`src/rtl/pool_window_ctrl.sv`:
```
// pool_window_ctrl: streaming K x K, stride-K max pooling over one feature map
// per start pulse. One partial-max accumulator per output column; pooled
// pixels leave row-major on a valid/ready port.
// Optional build macro: POOL_STALL_CNT_EN adds a 16-bit saturating stall_cnt
// output counting cycles with out_valid && !out_ready.
module pool_window_ctrl #(
  parameter int IMG_W  = 28,
  parameter int IMG_H  = 28,
  parameter int POOL   = 2,
  parameter int DATA_W = 12
) (
  input  logic              clk,
  input  logic              rst,
  input  logic              start,
  output logic              busy,
  output logic              frame_done,
  input  logic              in_valid,
  output logic              in_ready,
  input  logic [DATA_W-1:0] in_pix,
  output logic              out_valid,
  input  logic              out_ready,
  output logic [DATA_W-1:0] out_pix,
  output logic              out_last
`ifdef POOL_STALL_CNT_EN
  ,
  output logic [15:0]       stall_cnt
`endif
);

  localparam int OW = IMG_W / POOL;
  localparam int CW = (IMG_W > 1) ? $clog2(IMG_W) : 1;
  localparam int RW = (IMG_H > 1) ? $clog2(IMG_H) : 1;
  localparam int PW = $clog2(POOL);
  localparam int AW = (OW > 1) ? $clog2(OW) : 1;

  typedef enum logic [1:0] {IDLE, RUN, DRAIN} state_e;

  state_e            state_q, state_d;
  logic [CW-1:0]     col_q, col_d;
  logic [RW-1:0]     row_q, row_d;
  logic [PW-1:0]     wx_q, wx_d;
  logic [PW-1:0]     wy_q, wy_d;
  logic              out_valid_q, out_valid_d;
  logic [DATA_W-1:0] out_pix_q, out_pix_d;
  logic              out_last_q, out_last_d;
  logic              frame_done_q, frame_done_d;

  logic [DATA_W-1:0] acc_q [OW];
  logic [AW-1:0]     a_idx;
  logic [DATA_W-1:0] acc_rd;
  logic [DATA_W-1:0] pix_max;
  logic              accept;
  logic              out_fire;
  logic              win_first;
  logic              win_done;
  logic              last_beat;

  assign a_idx     = AW'(col_q / CW'(POOL));
  assign acc_rd    = acc_q[a_idx];
  // Ties keep the stored value; for a max the result is the same either way.
  assign pix_max   = (in_pix > acc_rd) ? in_pix : acc_rd;
  assign win_first = (wx_q == '0) && (wy_q == '0);
  assign win_done  = (wx_q == PW'(POOL-1)) && (wy_q == PW'(POOL-1));
  assign last_beat = (col_q == CW'(IMG_W-1)) && (row_q == RW'(IMG_H-1));

  // A new input is taken only when the single output slot is free or draining now.
  assign in_ready   = (state_q == RUN) && (!out_valid_q || out_ready);
  assign accept     = in_valid && in_ready;
  assign out_fire   = out_valid_q && out_ready;
  assign busy       = (state_q != IDLE);
  assign frame_done = frame_done_q;
  assign out_valid  = out_valid_q;
  assign out_pix    = out_pix_q;
  assign out_last   = out_last_q;

  // Next-state: FSM, window counters and the registered output slot.
  always_comb begin
    state_d      = state_q;
    col_d        = col_q;
    row_d        = row_q;
    wx_d         = wx_q;
    wy_d         = wy_q;
    out_valid_d  = out_valid_q;
    out_pix_d    = out_pix_q;
    out_last_d   = out_last_q;
    frame_done_d = 1'b0;

    if (out_fire) begin
      out_valid_d = 1'b0;
      out_last_d  = 1'b0;
    end

    unique case (state_q)
      IDLE: begin
        if (start) begin
          state_d = RUN;
          col_d   = '0;
          row_d   = '0;
          wx_d    = '0;
          wy_d    = '0;
        end
      end
      RUN: begin
        if (accept) begin
          wx_d = (wx_q == PW'(POOL-1)) ? '0 : wx_q + 1'b1;
          if (col_q == CW'(IMG_W-1)) begin
            col_d = '0;
            row_d = (row_q == RW'(IMG_H-1)) ? '0 : row_q + 1'b1;
            wy_d  = (wy_q == PW'(POOL-1)) ? '0 : wy_q + 1'b1;
          end else begin
            col_d = col_q + 1'b1;
          end
          // Completing beat refills the slot, overriding a same-cycle drain.
          if (win_done) begin
            out_valid_d = 1'b1;
            out_pix_d   = pix_max;
            out_last_d  = last_beat;
            if (last_beat) state_d = DRAIN;
          end
        end
      end
      DRAIN: begin
        if (out_fire && out_last_q) begin
          state_d      = IDLE;
          frame_done_d = 1'b1;
        end
      end
      default: state_d = IDLE;
    endcase
  end

  // Control and output registers.
  always_ff @(posedge clk or negedge rst) begin
    if (!rst) begin
      state_q      <= IDLE;
      col_q        <= '0;
      row_q        <= '0;
      wx_q         <= '0;
      wy_q         <= '0;
      out_valid_q  <= 1'b0;
      out_pix_q    <= '0;
      out_last_q   <= 1'b0;
      frame_done_q <= 1'b0;
    end else begin
      state_q      <= state_d;
      col_q        <= col_d;
      row_q        <= row_d;
      wx_q         <= wx_d;
      wy_q         <= wy_d;
      out_valid_q  <= out_valid_d;
      out_pix_q    <= out_pix_d;
      out_last_q   <= out_last_d;
      frame_done_q <= frame_done_d;
    end
  end

  // Per-column partial max; first beat of a window overwrites, no reset needed.
  always_ff @(posedge clk) begin
    if (accept) acc_q[a_idx] <= win_first ? in_pix : pix_max;
  end

`ifdef POOL_STALL_CNT_EN
  logic [15:0] stall_q, stall_d;

  // Stall count: cleared by an accepted start, saturating, held after the frame.
  always_comb begin
    stall_d = stall_q;
    if (state_q == IDLE && start)                           stall_d = '0;
    else if (out_valid_q && !out_ready && stall_q != '1)    stall_d = stall_q + 16'd1;
  end

  // Stall counter register.
  always_ff @(posedge clk or negedge rst) begin
    if (!rst) stall_q <= '0;
    else      stall_q <= stall_d;
  end

  assign stall_cnt = stall_q;
`endif

endmodule
```
`config.mk`:
```
export PLATFORM = sky130hd
export DESIGN_NAME = pool_window_ctrl
export DESIGN_NICKNAME = d
export VERILOG_FILES = /design/src/rtl/pool_window_ctrl.sv
export SDC_FILE = /design/constraint.sdc
export NUM_CORES = 1
export LEC_CHECK = 0
export ABC_AREA = 1
export CORE_MARGIN = 3
export CORE_UTILIZATION = 40
export CTS_CLUSTER_SIZE = 12
export DETAILED_ROUTE_END_ITERATION = 10
export SLEW_MARGIN = 20
export SYNTH_ARGS = -nofsm -noshare
export SYNTH_HDL_FRONTEND = slang
export SYNTH_SLANG_ARGS = --single-unit
```
`constraint.sdc`:
```
create_clock -name clk -period 2.5 [get_ports clk]
set_input_delay 0.5 -clock clk [delete_from_list [all_inputs] [get_ports clk]]
set_output_delay 0.5 -clock clk [all_outputs]
set_load 0.005 [all_outputs]
```
==> run metrics, run 1 <==
run status=complete, but fails checks; violated checks=setup timing; Multi-input gate area=around 3300 µm²; critical path class=flop to flop; Final WS setup=-0.4542 ns; crit share post-route=1.182; Place WS=-0.6174 ns; CTS Hold Bufs=0; NumNets Final=1123; initial antenna violation count=0; final slew viol count=0; floorplan core area=21890 µm²; detailed-route DRC error count=0; skew final=0.01016 ns; Vias=6979; Critical Path Fanout Max=8; CTS Buf Count=17; HP Class=primary input to async pin; Clk pwr share=0.167; CTS H-tree depth=4; CP Capture Type=flop; CTS clock-pin slew for the worst setup and hold paths=0.07 ns; Post-Syn Instances=936; fin crit period=2.954 ns; first-pass GRT wire length=38560 µm; CP Launch Type=flop; row count=54; clock root cell=clkbuf_16; Sink Count=197; I/O Pins=34; WL/cell=between 15 and 20 µm; DIE AREA=between 20000 and 25000 µm²; internal power=roughly 10 mW; CTS tree=yes; layout cells sized above 1=0.2425; Synth Area in XOR/XNOR=0.0009779; final WL=24590 µm; vias in the first global route=6979; compound-cell area share of the yosys netlist=0.01914; Ys Warns=0; post-layout util=0.5458; Clock Tree Buf Depth=2; wl on met1=10570 µm; Die Ht=155.6 µm; Highest Signal Layer=met4; Syn-to-layout area delta=33.42%; initial detailed-routing violation count=about 670; gr ovfl total=0; PwrDens=around 1400 nW/µm²; Reg power frac=0.318; Max Clock Freq=between 0.3 and 0.4 GHz; worst-skew pair later-pin latency=between 0.4 and 0.5 ns; mapped cell area=roughly 9000 µm²; Seq. cell area=5772 µm²; critical path data required time=between 2 and 3 ns; final hold violations=0; Worst-Margin Slew=0.6891 ns; Async SR Flop Fraction=0.1472; WP data arrival=3.12 ns; Mapped Avg Cell Area=~9.6 µm²; Switching Fraction=0.3929; Max Cap Violations=0; slew margin rel.=0.5401; post-synthesis cell type count=29; largest net degree at the start of global routing=30; peak supply drop=0.6510 mV; routability cong.=0.8633; Hold WS=0.4549 ns; Routed Antenna Nets=0; number of synthesized flops with an enable pin=168; Synth Area in Simple Gates=0.2707; sequential share of the synthesized area=0.6443; flop2flop setup slack=-0.45 ns; synthesized flop and latch total=197; Post-Syn Nets=a little under 1000; leakage power=5.218 nW; Detailed Place HPWL=15780 µm; Adder-Cell Fraction of Synth Area=0.01956; via/cell ratio=between 5 and 6; routed wl met3=approximately 1600 µm; largest family of logic cells by synthesized area=simple AND/OR/NAND/NOR gates; combinational power share=0.515; final-layout fill cell count=1906; final setup violation count=180; DRT Pass-1 Iters=5; RSZ-0062 raised after global routing=yes; mux cell area share after synthesis=0; P_sw=6.591 mW; met2 wire length=around 12000 µm; Total GRT Usage=0.2097; die width=155.6 µm; Buffers on Ports=33; Top FF cell, synth=edfxtp_1; Diodes inserted=0; Starting Density=0.4091
[kinds of logic (layout without fill, tap and decap cells)]
logic type	after synthesis	count (layout)
compound gates	32	32
xor+xnor	1	1
fa+ha+maj	14	14
buf+inv	84	249
flops	197	197
simple gates	608	612
[state kept, by name, indices dropped and copies added (netlist names)]
| name | flops |
|---|---|
| state_q | 2 |
| out_last | 1 |
| acc_q | 168 |
| wy_q | 1 |
| col_q | 5 |
| out_pix | 12 |
| row_q | 5 |
| frame_done | 1 |
| out_valid | 1 |
| wx_q | 1 |
[cells in the final DEF (no fill, tap or decap), types with 3 or more instances in the layout]
cell type	netlist	final
nand2_1	488	449
edfxtp_1	168	168
buf_4	2	108
nor2_1	47	41
inv_1	41	37
nand3_1	45	35
clkdlybuf4s50_1	0	33
dfrtp_1	29	28
nand2_2	1	24
nand2_4	2	22
clkbuf_16	0	17
o21ai_0	19	16
buf_12	0	14
nor2_4	1	13
ha_4	0	9
a21oi_1	8	8
nand3_4	1	8
nor3_2	0	7
inv_2	3	6
buf_6	8	6
ha_1	14	5
buf_16	0	5
inv_8	0	4
nand4_1	4	4
clkinv_4	0	4
buf_8	0	4
o21ai_1	0	3
nor2_2	9	3
nand3_2	0	3
[metrics by stage]
step                      power [mW]  instance area (µm²)  std cells  TNS [ns]
after global placement         11.91                10510       1332    -86.03
after CTS                      16.44                11850       1383    -61.98
after global routing           17.81                11950       1385    -99.03
after floorplan                9.108                 9017        936    -6.531
final                          16.78                11950       1385    -70.78
after detailed placement       12.00                10510       1332    -94.43
[what timing repair did]
item,in CTS,in global routing
hold endpoints to repair,0,0
gates cloned,10,2
pin swaps,14,6
setup buffers,10,0
gates resized for setup,115,18
setup endpoints to repair,180,180
[cell usage after synthesis, types with 2 or more instances]
| library cell | number | area share |
|---|---|---|
| nor3_1 | 9 | 0.0050 |
| nor2_1 | 47 | 0.020 |
| edfxtp_1 | 168 | 0.56 |
| inv_2 | 3 | 0.0013 |
| buf_6 | 8 | 0.010 |
| nand3_1 | 45 | 0.025 |
| nand2_4 | 2 | 0.0025 |
| o21ai_0 | 19 | 0.011 |
| buf_2 | 17 | 0.0095 |
| nor2_2 | 9 | 0.0063 |
| nand4_1 | 4 | 0.0028 |
| nand2_1 | 488 | 0.20 |
| ha_1 | 14 | 0.020 |
| buf_4 | 2 | 0.0017 |
| clkbuf_1 | 11 | 0.0046 |
| o21a_1 | 2 | 0.0017 |
| a21oi_1 | 8 | 0.0045 |
| dfrtp_1 | 29 | 0.081 |
| inv_1 | 41 | 0.017 |
[path summary, 6_finish.rpt]
path	endpoint	from	cells past startpoint
min reg2reg	out_pix[0]	out_pix[0]	2
max in group asynchronous	col_q[1]	rst	2
min	out_pix[6]	rst	2
max	acc_q[6][2]	col_q[1]	21
max reg2reg	acc_q[6][2]	col_q[1]	21
min in group clk	out_pix[0]	out_pix[0]	2
[worst max-delay path: stages, from the launching register on]
cell and delay [ns]:
dfrtp_2 0.48, buf_12 0.18, buf_12 0.14, nand2_1 0.06, nand2_1 0.05, nand2_1 0.05, nand2_1 0.05, nand2_1 0.12
nand2_2 0.09, nor2_4 0.15, ha_1 0.27, nand2_2 0.08, inv_2 0.04, nand2_2 0.07, inv_2 0.05, nand2_2 0.08
nand3_4 0.15, nand2_4 0.17, buf_6 0.12, nand2_4 0.05, nand3_4 0.13, nand2_4 0.10
[power groups by stage]
stage               combinational (mW)  sequential, mW  clock [mW]
floorplan                         3.74            5.37           0
global placement                  6.51            5.40           0
detailed placement                6.59            5.41           0
CTS                               8.28            5.35        2.82
global route                      9.45            5.39        2.97
finish                            8.64            5.34        2.79
[final cells by class]
type | count | share of cell area
flip-flops and latches | 197 | 0.4830
multi-input cells | 659 | 0.2785
repair buffers | 171 | 0.1439
clock buffers | 17 | 0.03560
well taps | 280 | 0.02932
inverters | 45 | 0.01487
clock inverters | 15 | 0.01424
repair inverters | 1 | 0.0005236
[routing by layer]
layer | vias up | GRT usage
met2 | 245 | 0.3351
met4 | 0 | 0.08879
met3 | 46 | 0.03800
met1 | 3325 | 0.2836
met5 | - | 0
li1 | 3363 | -
Note: power is estimated with default switching activity, not from simulation.
==> run 2: changes to the inputs <==
--- a/config.mk
+++ b/config.mk
@@ -6,11 +6,12 @@
 export NUM_CORES = 1
 export LEC_CHECK = 0
 export ABC_AREA = 1
+export CORE_ASPECT_RATIO = 1.5
 export CORE_MARGIN = 3
 export CORE_UTILIZATION = 40
+export CTS_CLUSTER_DIAMETER = 50
 export CTS_CLUSTER_SIZE = 12
 export DETAILED_ROUTE_END_ITERATION = 10
-export SLEW_MARGIN = 20
 export SYNTH_ARGS = -nofsm -noshare
 export SYNTH_HDL_FRONTEND = slang
 export SYNTH_SLANG_ARGS = --single-unit
==> run metrics, run 2 (synthesis gave the netlist of run 1 again) <==
Max Cap Violations=0; die width=roughly 130 µm; row count=66; final setup violation count=180; via/cell ratio=5.055; Seq. cell area=5772 µm²; Sink Count=197; PwrDens=1422 nW/µm²; Buffers on Ports=33; CTS clock-pin slew for the worst setup and hold paths=around 0.080 ns; commonest cells after routing, fill and taps aside=nand2_1 (452), edfxtp_1 (168), buf_4 (67), nor2_1 (44), inv_1 (39); FF-to-FF path depth=17; routability cong.=0.8218; post-layout util=0.5362; initial detailed-routing violation count=roughly 560; I/O Pins=34; vias in the first global route=6560; Clock Tree Buf Depth=2; CTS tree=yes; CTS Buf Count=17; Worst Setup SP=col_q[1]; largest net degree at the start of global routing=30; flop2flop setup slack=-0.48 ns; final WL=~25000 µm; critical path data required time=2.77 ns; WL/cell=18.24 µm; R2R Path End=acc_q[7][7]; DIE AREA=24260 µm²; Hold WS=0.4507 ns; Detailed Place HPWL=between 15000 and 20000 µm; NumNets Final=1091; worst-skew pair later-pin latency=~0.44 ns; WP data arrival=3.26 ns; worst r2r src=col_q[1]; HP Class=primary input to async pin; Final WS setup=-0.4834 ns; CTS H-tree depth=4; final slew viol count=0; Syn-to-layout area delta=31.01%; post-route setup TNS=-75.42 ns; leakage power=5.070 nW; first-pass GRT wire length=between 30000 and 40000 µm; peak supply drop=1.137 mV; CP Launch Type=flop; final hold violations=0; violated checks=setup timing; skew final=0.01246 ns; largest reg by FF count=acc_q; Die Ht=189.3 µm; Worst-Margin Slew=just under 0.9 ns; flip-flop count of the largest register after layout=168; critical path class=flop to flop; Multi-input gate area=3410 µm²; leading cell type in the layout, fill and taps excluded=nand2_1; Pwr Total=16.68 mW; RSZ-0062 raised after global routing=yes; CTS Hold Bufs=0; layout cells sized above 1=0.2218; initial antenna violation count=0; DRT Pass-1 Iters=5; Critical Path Fanout Max=11; clock root cell=clkbuf_16; crit share post-route=1.193; run status=complete, but fails checks; slew margin rel.=0.4110; Vias=6799; fin crit period=approximately 3 ns; floorplan core area=around 22000 µm²; detailed-route DRC error count=0; CP Capture Type=flop; Routed Antenna Nets=0; Max Clock Freq=0.3352 GHz; final-layout fill cell count=1836; Starting Density=0.4093; Total GRT Usage=0.1947; gr ovfl total=0; Diodes inserted=0
[run 2: final cells by class]
class                      instances  share of cell area
clock buffer                      17             0.03625
timing repair buffer             133              0.1224
clock inverter                    15             0.01237
sequential                       197              0.4919
tap                              272             0.02900
timing repair inverter             1           0.0007464
multi-input combinational        665              0.2906
inverter                          45             0.01674
[run 2: worst max-delay path by stage]
stage	slack, ns	cells after the start	endpoint
after CTS	-0.40	19	acc_q[2][1]
final	-0.48	17	acc_q[7][7]
after global placement	-0.57	15	acc_q[7][6]
after floorplan	-0.05	20	acc_q[0][3]
after global routing	-0.63	20	acc_q[9][0]
after detailed placement	-0.62	15	acc_q[4][6]
[run 2: what timing repair did]
| action | 4_1_cts | 5_1_grt |
|---|---|---|
| resized for setup | 74 | 55 |
| pin swaps | 16 | 23 |
| setup buffers | 3 | 1 |
| gates cloned | 7 | 8 |
| setup endpoints to repair | 180 | 180 |
[run 2: metal layers]
metal | wire (µm) | share of wire | up-vias | global-route usage
met5 | 0 | 0 | - | 0
met4 | 660 | 0.027 | 0 | 0.07108
met3 | 1200 | 0.049 | 40 | 0.03980
met2 | 12870 | 0.52 | 192 | 0.3499
met1 | 9801 | 0.40 | 3259 | 0.2272
li1 | - | - | 3308 | -
[run 2: power breakdown]
group	leakage [nW]	switching (mW)	internal, mW
combinational	2.91	5.48	3.19
sequential	1.89	0.205	5.14
clock	0.277	1.27	1.40
total	5.07	6.95	9.73
[run 2: critical path, stage by stage, from the launching register on]
cell and delay [ns]:
dfrtp_2 0.46, buf_8 0.18, buf_8 0.15, nand2_1 0.05, nand2_1 0.06, nand2_1 0.05
nand2_1 0.12, nand2_1 0.07, nand2_1 0.10, nor2_2 0.07, ha_4 0.27, nand4_1 0.16
nor3_2 0.23, nand2_2 0.15, buf_6 0.19, nand3_2 0.09, nand3_2 0.18, nand2_4 0.23
[run 2: stage by stage]
| step | worst slack [ns] | instances | cell area, µm² |
|---|---|---|---|
| after floorplan | -0.04888 | 936 | 9017 |
| after global placement | -0.5708 | 1294 | 10360 |
| after detailed placement | -0.6228 | 1294 | 10360 |
| after CTS | -0.4020 | 1336 | 11360 |
| after global routing | -0.6348 | 1345 | 11730 |
| final | -0.4834 | 1345 | 11730 |
